[src/rtl/alu_pkg.sv]
// Shared definitions for the two-requester ALU arbiter: operand width,
// opcode values, FSM state encoding and the captured-operation record.
package alu_pkg;

  localparam int OPW = 16;

  typedef enum logic [3:0] {
    OP_ADD  = 4'd0,
    OP_SUB  = 4'd1,
    OP_AND  = 4'd2,
    OP_XOR  = 4'd3,
    OP_XNOR = 4'd4,
    OP_INC  = 4'd5,
    OP_DEC  = 4'd6,
    OP_NOT  = 4'd7
  } opcode_e;

  typedef enum logic [1:0] {
    ST_IDLE = 2'd0,
    ST_EXEC = 2'd1,
    ST_RESP = 2'd2
  } state_e;

  typedef struct packed {
    logic [OPW-1:0] a;
    logic [OPW-1:0] b;
    logic [3:0]     sel;
  } alu_op_t;

  // Opcodes 8..15 are reserved and flagged as errors by the ALU.
  function automatic logic is_legal_op(input logic [3:0] sel);
    return (sel < 4'd8);
  endfunction

endpackage

[src/rtl/alu_core.sv]
// Purely combinational 16-bit ALU. Carry is only meaningful for ADD;
// illegal opcodes produce a zero result with the error flag set.
module alu_core
  import alu_pkg::*;
(
  input  logic [OPW-1:0] i_a,
  input  logic [OPW-1:0] i_b,
  input  logic [3:0]     i_sel,
  output logic [OPW-1:0] o_result,
  output logic           o_carry,
  output logic           o_err
);

  logic [OPW:0] w_sum;

  assign w_sum = {1'b0, i_a} + {1'b0, i_b};

  always_comb begin
    o_result = '0;
    o_carry  = 1'b0;
    o_err    = !is_legal_op(i_sel);
    case (opcode_e'(i_sel))
      OP_ADD: begin
        o_result = w_sum[OPW-1:0];
        o_carry  = w_sum[OPW];
      end
      OP_SUB:  o_result = i_a - i_b;
      OP_AND:  o_result = i_a & i_b;
      OP_XOR:  o_result = i_a ^ i_b;
      OP_XNOR: o_result = ~(i_a ^ i_b);
      OP_INC:  o_result = i_a + OPW'(1);
      OP_DEC:  o_result = i_a - OPW'(1);
      OP_NOT:  o_result = ~i_a;
      default: o_result = '0;
    endcase
  end

endmodule

[src/rtl/alu_req_arbiter.sv]
// Round-robin arbiter granting one of two requesters access to a shared ALU;
// one operation in flight, response held until the consumer accepts it.
module alu_req_arbiter
  import alu_pkg::*;
#(
  parameter int unsigned RR_INIT = 0
)
(
  input  logic           clk,
  input  logic           rst_n,
  input  logic           req0_valid,
  input  logic           req1_valid,
  output logic           req0_ready,
  output logic           req1_ready,
  input  logic [OPW-1:0] req0_a,
  input  logic [OPW-1:0] req0_b,
  input  logic [OPW-1:0] req1_a,
  input  logic [OPW-1:0] req1_b,
  input  logic [3:0]     req0_sel,
  input  logic [3:0]     req1_sel,
  output logic           rsp_valid,
  input  logic           rsp_ready,
  output logic           rsp_id,
  output logic [OPW-1:0] rsp_result,
  output logic           rsp_carry,
  output logic           rsp_err
);

  localparam logic PTR_INIT = (RR_INIT != 0);

  state_e         r_state;
  state_e         w_next_state;
  logic           r_ptr;
  alu_op_t        r_op;
  logic           r_id;
  logic           r_rsp_id;
  logic [OPW-1:0] r_rsp_result;
  logic           r_rsp_carry;
  logic           r_rsp_err;

  logic           w_grant0;
  logic           w_grant1;
  logic           w_rsp_fire;
  logic [OPW-1:0] w_alu_result;
  logic           w_alu_carry;
  logic           w_alu_err;

  always_ff @(posedge clk or negedge rst_n) begin
    if (!rst_n) begin
      r_state <= ST_IDLE;
    end else begin
      r_state <= w_next_state;
    end
  end

  // Readies are gated by rst_n so nothing looks accepted while reset is held.
  always_comb begin
    w_next_state = r_state;
    w_grant0     = 1'b0;
    w_grant1     = 1'b0;
    case (r_state)
      ST_IDLE: begin
        if (rst_n) begin
          if (req0_valid && (!req1_valid || !r_ptr)) begin
            w_grant0 = 1'b1;
          end else if (req1_valid) begin
            w_grant1 = 1'b1;
          end
        end
        if (w_grant0 || w_grant1) begin
          w_next_state = ST_EXEC;
        end
      end
      ST_EXEC: w_next_state = ST_RESP;
      ST_RESP: begin
        if (rsp_ready) begin
          w_next_state = ST_IDLE;
        end
      end
      default: w_next_state = ST_IDLE;
    endcase
  end

  assign w_rsp_fire = (r_state == ST_RESP) && rsp_ready;

  // Pointer moves to the other requester only when a response is consumed.
  always_ff @(posedge clk or negedge rst_n) begin
    if (!rst_n) begin
      r_ptr <= PTR_INIT;
    end else if (w_rsp_fire) begin
      r_ptr <= ~r_rsp_id;
    end
  end

  always_ff @(posedge clk or negedge rst_n) begin
    if (!rst_n) begin
      r_op <= '0;
      r_id <= 1'b0;
    end else if (w_grant0) begin
      r_op <= '{a: req0_a, b: req0_b, sel: req0_sel};
      r_id <= 1'b0;
    end else if (w_grant1) begin
      r_op <= '{a: req1_a, b: req1_b, sel: req1_sel};
      r_id <= 1'b1;
    end
  end

  alu_core u_alu (
    .i_a      (r_op.a),
    .i_b      (r_op.b),
    .i_sel    (r_op.sel),
    .o_result (w_alu_result),
    .o_carry  (w_alu_carry),
    .o_err    (w_alu_err)
  );

  always_ff @(posedge clk or negedge rst_n) begin
    if (!rst_n) begin
      r_rsp_id     <= 1'b0;
      r_rsp_result <= '0;
      r_rsp_carry  <= 1'b0;
      r_rsp_err    <= 1'b0;
    end else if (r_state == ST_EXEC) begin
      r_rsp_id     <= r_id;
      r_rsp_result <= w_alu_result;
      r_rsp_carry  <= w_alu_carry;
      r_rsp_err    <= w_alu_err;
    end
  end

  assign req0_ready = w_grant0;
  assign req1_ready = w_grant1;
  assign rsp_valid  = (r_state == ST_RESP);
  assign rsp_id     = r_rsp_id;
  assign rsp_result = r_rsp_result;
  assign rsp_carry  = r_rsp_carry;
  assign rsp_err    = r_rsp_err;

endmodule

[config.mk]
export PLATFORM = sky130hd
export DESIGN_NAME = alu_req_arbiter
export DESIGN_NICKNAME = d
export VERILOG_FILES = /design/src/rtl/alu_pkg.sv /design/src/rtl/alu_core.sv /design/src/rtl/alu_req_arbiter.sv
export SDC_FILE = /design/constraint.sdc
export NUM_CORES = 1
export LEC_CHECK = 0
export CAP_MARGIN = 30
export CORE_ASPECT_RATIO = 0.5
export CORE_UTILIZATION = 47
export DETAILED_ROUTE_END_ITERATION = 8
export GPL_TIMING_DRIVEN = 1
export PLACE_DENSITY = 0.84
export SYNTH_ARGS = -nofsm -noshare
export SYNTH_HDL_FRONTEND = slang
export SYNTH_SLANG_ARGS = --single-unit
[constraint.sdc]
create_clock -name clk -period 8.62 [get_ports clk]
set_input_delay 1.724 -clock clk [delete_from_list [all_inputs] [get_ports clk]]
set_output_delay 1.724 -clock clk [all_outputs]
set_load 0.02 [all_outputs]
# Word level (Yosys, flattened, before mapping)
# Cells that the tools add are included.
# word_totals
register_bits	59
word_cells	60
# classes
addsub	4
n_eq_ne	11
n_reduce_logical	11
muxes	18
magnitude_cmp	1
bitwise_logic	5
# ops
operator	count
16-bit case mux with 8 select lines	1
36-bit 2-to-1 mux	2
16-bit inverter	2
16-bit by 16-bit adder with 17-bit output	1
16-bit by 1-bit adder with 16-bit output (second input constant)	1
16-bit bitwise AND	1
4-bit by 3-bit == test with 1-bit output (second input constant)	4
16-bit by 1-bit subtractor with 16-bit output (second input constant)	1
16-bit subtractor	1
16-bit XOR	1
1-bit 2-to-1 mux	12
4-bit by 2-bit == test with 1-bit output (second input constant)	2
2-bit case mux with 3 select lines	1
4-bit by 1-bit == test with 1-bit output (second input constant)	1
4-bit logical NOT	1
4-bit less-than comparator (second input constant)	1
2-bit 2-to-1 mux	2
1-bit logical NOT	3
2-bit by 1-bit == test with 1-bit output (second input constant)	1
2-bit == test (second input constant)	1
1-bit logical AND	2
2-bit logical NOT	1
1-bit logical OR	2
2-bit by 1-bit != test with 1-bit output (second input constant)	1
4 further kinds	4

# Longest topological paths before layout
# Gate-level depths: netlist of the first run.
# logic_depth
ltp_word	9
mapped_depth	14
ltp_nobuf	12

# Hierarchy
# A second synthesis of the first run with hierarchy kept.
# hier_totals
cells_unflattened	591
area_unflattened_um2	4942.2
# by_module_without_submodules
module	area_per_inst_um2	n_inst	cells_per_inst
alu_req_arbiter	2765.2	1	269
alu_core	2177.1	1	322

# Least setup slack after synthesis of the first run
# No wires, ideal clock.
# synth_path
path_kind	input to output
start	input port rst_n
end	output port req1_ready
arrival_time_ns	2.951
required_ns	6.896
cell_stages	5
slack_ns	3.945
n_path_buf	2
cell_sequence	nor3b_1 > and2_1 > clkbuf_1 > buf_1 > nor2b_1
# synth_between
elab_chain_cells	3
# synth_lines
element	line	text
from (decl)	alu_req_arbiter.sv:10	input logic rst_n,
1-bit 2-to-1 mux	alu_req_arbiter.sv:63	if (rst_n) begin
1-bit 2-to-1 mux (2 in a row)	alu_req_arbiter.sv:61	case (r_state)
to (decl)	alu_req_arbiter.sv:14	output logic req1_ready,
# No other way between the ends. The select of a mux whose other input is x is not followed.

# Final worst setup path of the first run
# layout_path
start	input port req0_valid
end	output port req0_ready
# layout_between
elab_chain_cells	5
# layout_lines
element	line	text
from (decl)	alu_req_arbiter.sv:11	input logic req0_valid,
1-bit logical AND	alu_req_arbiter.sv:64	if (req0_valid && (!req1_valid || !r_ptr)) begin
1-bit 2-to-1 mux	alu_req_arbiter.sv:64	
1-bit 2-to-1 mux	alu_req_arbiter.sv:63	
1-bit 2-to-1 mux (2 in a row)	alu_req_arbiter.sv:61	
to (decl)	alu_req_arbiter.sv:13	output logic req0_ready,
# No other way between the ends. The select of a mux whose other input is x is not followed.

==> flow_summary.toml, run 1 <==
[grt]
grt_max_degree = 60
grt_pass1_vias = 4495
grt_pass1_wl_um = 24100
grt-ovfl-total = 0
grt_usage_pct = 31.2
antenna_found_initial = 0

[sta]
fin_skew_ns = 0.00780
relSlewSlack_pct = 30.6
fmax_ghz = 0.183
period_share_pct = 63.5
fin_tns_setup_ns = 0
setup_viol = 0
timing.final.hold_violations = 0
drv_slew = 0
tightest_slew_ns = 1.04
rsz0062_at_grt = "no"
period_needed_ns = 5.48

[floorplanning]
initial_utilization_pct = 49.0
die_y_um = 72.5
dieArea_um2 = 10400
io_pins = 99
core_um2 = 9540
rows = 25
die_width_um = 143

[synth]
synth_area_leaders = "dfrtp_1, a21oi_1, ha_1, mux2i_1, nor2_1"
syn-num-nets = 679
yosysWarnings = 0
synth_cells = 568
syn-mean-instance-area_um2 = 8.23
async_reset_ff_share_pct = 100
synth_commonest_cells = "a21oi_1, nor2_1, dfrtp_1, o21ai_0, nand2_1"
synth_area_um2 = 4670
synth_top_area_cell = "dfrtp_1"
synth_top_area_share_pct = 31.6
synth.most_common_cell = "a21oi_1"
netlist-cell-type-count = 62
synth_seq_cells = 59
synth-edff-count = 0
synth_flop_cell = "dfrtp_1"
ys_seq_area_share_pct = 31.6

[clock_network]
h-tree-depth = 3
cts-resized-gates = 0
clkTransAtPathRegs_ns = 0.05
root_buffer = "clkbuf_16"
holdBufCountCts = 0
numCtsBuffers = 9
cts_buffer_depth = 2
worst_skew_pair.late_latency_ns = 0.34
cts_tree = "done"
post_cts_buffers = 0
clock_sinks = 59

[routing]
viasPerCell = 6.21
drt_first_iter_violations = 504
wl_per_cell_um = 19.5
routed_wl_um = 15500
via_count = 4940
ant_nets = 0
drcViolationCount = 0
first_pass_iters = 5

[placement]
io_buffer_count = 98
gp_congestion = 0.975
post_dp_cell_area_um2 = 5790
dp_cells = 780
dpl.hpwl_um = 11400

[worst_setup_path]
slowest_delay_ns = 0.64
path_cells = "clkdlybuf4s50_1, a21boi_0, nand2_2, buf_12, inv_1, clkdlybuf4s50_1"
critPathArrivalTime_ns = 3.75
start_kind = "input port"
required_ns = 6.90
critPathSlowestCell = "clkdlybuf4s50_1"
crit_type = "in -> out"
crit_fanout = 58
worst_setup_path_end_kind = "output port"
crit_path_frequent_cell = "clkdlybuf4s50_1"

[finish]
final_core_util_pct = 63.9
fin_cells = 795
area_delta_synth_final_pct = 30.5
fillers = 808
fin_nets = 767
final_area_um2 = 6100
drive_gt1_share_pct = 6.06
antenna_cells = 0

[run]
drv_cap = 0

[run_status]
status = "finished, final reports clean"

[worst_hold_path]
hold_class = "reg -> reg"

[pwr]
comb_power_share_pct = 67.4
power.switching_mw = 1.51
power_frac_seq_pct = 20.2
intPower_mw = 1.49
p_clk_share_pct = 12.5
p_sw_share_pct = 50.2
power_density_nw_per_um2 = 492
total_power_mw = 3.00
power.leakage_nw = 2.47
vdd_drop_max_mv = 0.173
-- cell type report --
type	count	area, um^2	area share, %
inverters	9	33.8	0.554
clock inverters	4	50.0	0.821
well taps	135	169	2.77
flip-flops and latches	59	1480	24.2
clock buffers	11	253	4.15
multi-input cells	472	3060	50.1
repair buffers	105	1060	17.3
-- path summary, 6_finish.rpt --
check / start / cells after the start / end / slack [ns]
worst max-delay path: req0_valid / 6 / req0_ready / 3.14
worst min-delay path: r_id / 2 / rsp_id / 0.48
worst max register to register: r_op[3] / 13 / rsp_result[11] / 4.74
worst min register to register: r_id / 2 / rsp_id / 0.48
max in group asynchronous: rst_n / 2 / r_op[27] / 6.47
min in group asynchronous: rst_n / 2 / rsp_err / 1.62
-- flip-flops by register name (all words and copies together) (netlist names) --
signal	flops
r_op	36
rsp_result	16
r_state	2
r_id	1
r_ptr	1
rsp_carry	1
rsp_err	1
rsp_id	1
-- kinds of logic after synthesis --
| kind of cell | after synthesis | synth area share [%] |
|---|---|---|
| AO/OA/AOI/OAI | 213 | 28.4 |
| XOR/XNOR | 14 | 2.62 |
| adder cells (fa/ha/maj) | 34 | 9.43 |
| buffers and inverters | 37 | 3.21 |
| flip-flops | 59 | 31.6 |
| multiplexers | 39 | 8.38 |
| AND/OR/NAND/NOR | 172 | 16.3 |
-- metal layers --
layer	vias up	track usage (%)	routed length [um]
li1	2286	-	-
met1	2321	45.2	7030
met2	309	43.6	6170
met3	24	10.4	2080
met4	0	8.96	205
met5	-	0	0
-- power by group through the flow --
stage	clock, mW	sequential [mW]	combinational, mW
3_5_place_dp	0	0.590	1.95
4_1_cts	0.372	0.588	1.97
5_1_grt	0.385	0.617	2.19
3_3_place_gp	0	0.585	1.90
2_1_floorplan	0	0.540	1.43
6_report	0.374	0.606	2.02
-- placed cells by master (no fill, tap or decap), drive strengths merged, types with 3 or more instances in the layout --
cell type | Yosys | routed
inv | 9 | 9
o21a | 9 | 9
xor2 | 5 | 5
a21oi | 83 | 83
o22ai | 5 | 5
a211o | 5 | 5
nand2 | 43 | 43
o211ai | 7 | 7
a21o | 5 | 5
clkdlybuf4s50 | 1 | 97
ha | 32 | 32
a221oi | 7 | 7
o21ai | 44 | 44
dfrtp | 59 | 59
a211oi | 4 | 4
a22oi | 3 | 3
nand3 | 10 | 10
a31oi | 10 | 10
nor3 | 5 | 5
nor2b | 7 | 7
xnor2 | 9 | 9
or2 | 3 | 3
o221ai | 6 | 6
nand2b | 9 | 9
clkbuf | 21 | 11
and3 | 3 | 3
buf | 6 | 8
and2 | 3 | 3
mux2i | 38 | 38
nor2 | 79 | 79
-- worst max-delay path, delay by kind of cell --
kind,cells,cell delay [ns]
simple gates,1,0.24
buf+inv,4,1.50
compound gates,1,0.27
-- stage by stage --
step / setup WS (ns) / hold slack (ns)
6_report: 3.14 / 0.476
5_1_grt: 3.01 / 0.505
4_1_cts: 3.14 / 0.476
3_5_place_dp: 3.15 / 0.464
3_3_place_gp: 2.70 / 0.458
2_1_floorplan: 3.94 / 0.439
Note: power is estimated with default switching activity, not from simulation.
==> run 2: changes to the inputs <==
Settings changed: PLACE_DENSITY 0.84 to 0.87.
Clock period 8.62 ns to 4.9 ns, I/O delays scaled along.
==> flow_summary.toml, run 2 (synthesis gave the netlist of run 1 again) <==
[grt]
grt_usage_pct = 31.5
grt_pass1_wl_um = 24200
grt_max_degree = 69
met3_usage_pct = 10.3
antenna_found_initial = 0
grt-ovfl-total = 0
grt_pass1_vias = 4543
met2_usage_pct = 44.4
gr-max-usage-layer = "met1"
use_met1_pct = 45.7

[run_status]
status = "finished, final reports clean"

[finish]
regArea_um2 = 1480
regMostFlops = "r_op"
fillers = 793
area_delta_synth_final_pct = 30.0
largest_register_ffs = 36
final_common_cell = "clkdlybuf4s50_1"
antenna_cells = 0
drive_gt1_share_pct = 6.20
multiInputGateArea_um2 = 3060
final_area_um2 = 6070
final_cell_mix = "clkdlybuf4s50_1, a21oi_1, nor2_1, dfrtp_1, o21ai_0"
fin_nets = 767
final_core_util_pct = 63.7

[placement]
dpl.hpwl_um = 11700
gp_congestion = 0.993
post_dp_cell_area_um2 = 5770
io_buffer_count = 98

[sta]
drv_slew = 0
fin_skew_ns = 0.00748
fin_tns_setup_ns = 0
timing.final.hold_violations = 0
period_share_pct = 74.2
rsz0062_at_grt = "no"
setup_viol = 0
period_needed_ns = 3.64
tightest_slew_ns = 0.983
relSlewSlack_pct = 34.1
fmax_ghz = 0.275

[worst_setup_path]
crit_family = "compound AO/OA/AOI/OAI gates"
crit_type = "reg -> reg"
worst_setup_path_end_kind = "flip-flop"
critPathArrivalTime_ns = 3.85
crit_fanout = 14
required_ns = 5.11
path_buf_inv = 1
path_cells = "xnor2_1, nor2_1, buf_4, or2_2, ha_1, fa_1, nor2b_1, o31a_1, nor4_1, o31ai_1, o22ai_1, a221o_1"
start_kind = "flip-flop"
r2r_start = "r_op[0]"
slowest_delay_ns = 0.64
critPathSlowestCell = "dfrtp_1"
crit_start = "r_op[0]"

[clock_network]
root_buffer = "clkbuf_16"
worst_skew_pair.late_latency_ns = 0.34
h-tree-depth = 3
cts-resized-gates = 0
cts_tree = "done"
clkTransAtPathRegs_ns = 0.06
holdBufCountCts = 0
cts_buffer_depth = 2
numCtsBuffers = 9
clock_sinks = 59
post_cts_buffers = 0

[floorplanning]
dieArea_um2 = 10400
die_y_um = 72.5
core_um2 = 9540
initial_utilization_pct = 49.0
die_width_um = 143
io_pins = 99
rows = 25

[pwr]
power.leakage_nw = 2.46
vdd_drop_max_mv = 0.347
power_density_nw_per_um2 = 861

[routing]
via_count = 4927
routed_wl_um = 15500
wl_per_cell_um = 19.5
drcViolationCount = 0
first_pass_iters = 5
drt_first_iter_violations = 594
viasPerCell = 6.19
ant_nets = 0

[worst_hold_path]
hold_class = "reg -> reg"
hp-start = "rsp_carry"

[run]
drv_cap = 0
## run 2: cell types whose count changed in the layout (fill, tap and decap cells not counted)
| cell | change |
|---|---|
| inv_6 | +4 |
| buf_12 | -2 |
| buf_4 | +2 |
| clkbuf_8 | -2 |
| clkinv_2 | -1 |
| clkinv_4 | +1 |
| clkinvlp_4 | -1 |
## run 2: tightest hold or removal path: stages (launching register included)
cell and delay [ns]:
dfrtp_1 0.34, nand2_1 0.05, nand3_1 0.06
## run 2: final timing paths
kind                             endpoint  slack [ns]  cells after the start
setup reg to reg           rsp_result[14]        1.26                     12
max in group asynchronous   rsp_result[5]        3.50                      2
hold / removal                  rsp_carry        0.48                      2
min in group asynchronous   rsp_result[9]        0.88                      2
hold reg to reg                 rsp_carry        0.48                      2
setup / recovery           rsp_result[14]        1.26                     12
## run 2: layer usage
metal  vias to the layer above  share of wire [%]  wire length (um)
met4                         0                1.7               259
met1                      2326                 46              7070
met5                         -                  0                 0
met2                       292                 40              6230
li1                       2282                  -                 -
met3                        27                 12              1930
## run 2: layout make-up
type	count	area share (%)
clock inverter	7	1.34
inverter	9	0.556
timing repair buffer	105	17.0
multi-input combinational	472	50.3
sequential	59	24.3
tap	135	2.78
clock buffer	9	3.71
## run 2: where the power goes
group	switching [mW]	internal [mW]	leakage [nW]
combinational	2.03	1.48	1.62
sequential	0.346	0.715	0.691
clock	0.257	0.401	0.147
total	2.63	2.60	2.46
## run 2: per-stage QoR
step	power, mW	cells	hold WS (ns)	setup WS, ns
5_1_grt	5.59	796	0.499	1.06
3_3_place_gp	4.39	779	0.459	1.35
2_1_floorplan	3.47	568	0.439	1.71
6_report	5.23	796	0.483	1.26
4_1_cts	5.12	796	0.486	1.31
3_5_place_dp	4.44	780	0.471	1.32
==> run 3: changes to the inputs <==
Clock period 4.9 ns to 3.2 ns, I/O delays scaled along.
==> flow_summary.toml, run 3 (synthesis gave the netlist of run 1 again) <==
[finish]
final_core_util_pct = 66.0
regMostFlops = "r_op"
largest_register_ffs = 36
final_area_um2 = 6300
final_cell_mix = "clkdlybuf4s50_1, a21oi_1, nor2_1, dfrtp_1, o21ai_0"
antenna_cells = 0
fin_nets = 794
area_delta_synth_final_pct = 34.8
drive_gt1_share_pct = 10.5
final_common_cell = "clkdlybuf4s50_1"

[worst_setup_path]
slowest_delay_ns = 0.45
crit_type = "reg -> reg"
critPathArrivalTime_ns = 3.37
critPathSlowestCell = "fa_1"
path_cells = "ha_1, fa_1, a211o_1, a21oi_2, o211ai_2, or4_1, a31oi_1, xnor2_1, a221o_1"
required_ns = 3.42
start_kind = "flip-flop"
crit_fanout = 5
worst_setup_path_end_kind = "flip-flop"

[run]
drv_cap = 0

[floorplanning]
io_pins = 99
rows = 25
initial_utilization_pct = 49.0
core_um2 = 9540
die_width_um = 143
die_y_um = 72.5
dieArea_um2 = 10400

[placement]
post_dp_cell_area_um2 = 5940
gp_congestion = 1.00
dpl.hpwl_um = 12100
io_buffer_count = 98

[routing]
drcViolationCount = 0
highest_layer = "met4"
ant_nets = 0
via_count = 5097
first_pass_iters = 6
viasPerCell = 6.19
wl_met1_um = 7060
routed_wl_um = 16500
wl_per_cell_um = 20.1
wl_met2_um = 6820
routed-wl-met3_um = 2450
drt_first_iter_violations = 682

[clock_network]
worst_skew_pair.late_latency_ns = 0.34
clock_sinks = 59
cts_buffer_depth = 2
root_buffer = "clkbuf_16"
clkTransAtPathRegs_ns = 0.06
numCtsBuffers = 9
cts_tree = "done"
h-tree-depth = 3

[sta]
period_share_pct = 98.7
drv_slew = 0
relSlewSlack_pct = 40.1
timing.final.hold_violations = 0
tightest_slew_ns = 0.892
setup_viol = 0
period_needed_ns = 3.16
fin_skew_ns = 0.00566
fmax_ghz = 0.317

[pwr]
vdd_drop_max_mv = 0.521
power_density_nw_per_um2 = 1360
power.leakage_nw = 2.60
total_power_mw = 8.57

[grt]
grt_pass1_wl_um = 24600
grt_usage_pct = 32.0
grt_max_degree = 69
antenna_found_initial = 0
grt_pass1_vias = 4545
grt-ovfl-total = 0

[worst_hold_path]
hold_class = "reg -> reg"

[run_status]
status = "finished, final reports clean"
run 3: worst paths after layout:
kind	from	end	slack, ns	depth (start not counted)
setup / recovery	r_op[4]	rsp_result[14]	0.04	9
hold / removal	rsp_err	rsp_err	0.47	2
setup reg to reg	r_op[4]	rsp_result[14]	0.04	9
hold reg to reg	rsp_err	rsp_err	0.47	2
max in group asynchronous	rst_n	rsp_result[6]	2.12	2
min in group asynchronous	rst_n	rsp_result[9]	0.55	2
run 3: through the flow:
stage	instances	TNS [ns]	hold slack, ns	setup slack (ns)
2_1_floorplan	568	0	0.344	0.114
3_3_place_gp	805	0	0.447	0.0130
3_5_place_dp	805	-0.284	0.467	-0.107
4_1_cts	821	0	0.476	0.0205
5_1_grt	823	-0.0812	0.494	-0.0310
6_report	823	0	0.470	0.0431
run 3: repair_timing:
item	in CTS	in global routing
gates resized for setup	2	9
hold buffers	0	0
pin swaps	0	2
setup buffers	0	1
cloned	0	1
setup endpoints to repair	5	9
run 3: layer usage:
metal / GRT usage (%) / up-vias
met3: 11.8 / 26
met1: 45.9 / 2404
met5: 0 / -
met4: 6.33 / 0
met2: 45.7 / 330
li1: - / 2337
run 3: final cells by class:
| class | instances | area, um^2 |
|---|---|---|
| clock inverter | 7 | 77.6 |
| clock buffer | 9 | 225 |
| tap | 135 | 169 |
| fill | 782 | 3240 |
| timing repair buffer | 131 | 1220 |
| inverter | 9 | 33.8 |
| multi-input combinational | 473 | 3090 |
| sequential | 59 | 1480 |
run 3: critical path: cells and delay by family, from the launching register on:
| family | cells | cell delay [ns] |
|---|---|---|
| XOR/XNOR | 1 | 0.13 |
| adder cells (fa/ha/maj) | 2 | 0.72 |
| AO/OA/AOI/OAI | 5 | 1.32 |
| flip-flops | 1 | 0.44 |
| AND/OR/NAND/NOR | 1 | 0.43 |
run 3: report_power, final:
| part | total, mW | internal (mW) | switching (mW) | leakage, nW |
|---|---|---|---|---|
| registers | 1.57 | 1.10 | 0.474 | 0.691 |
| logic | 6.01 | 2.62 | 3.39 | 1.76 |
| clock network | 0.995 | 0.608 | 0.388 | 0.146 |
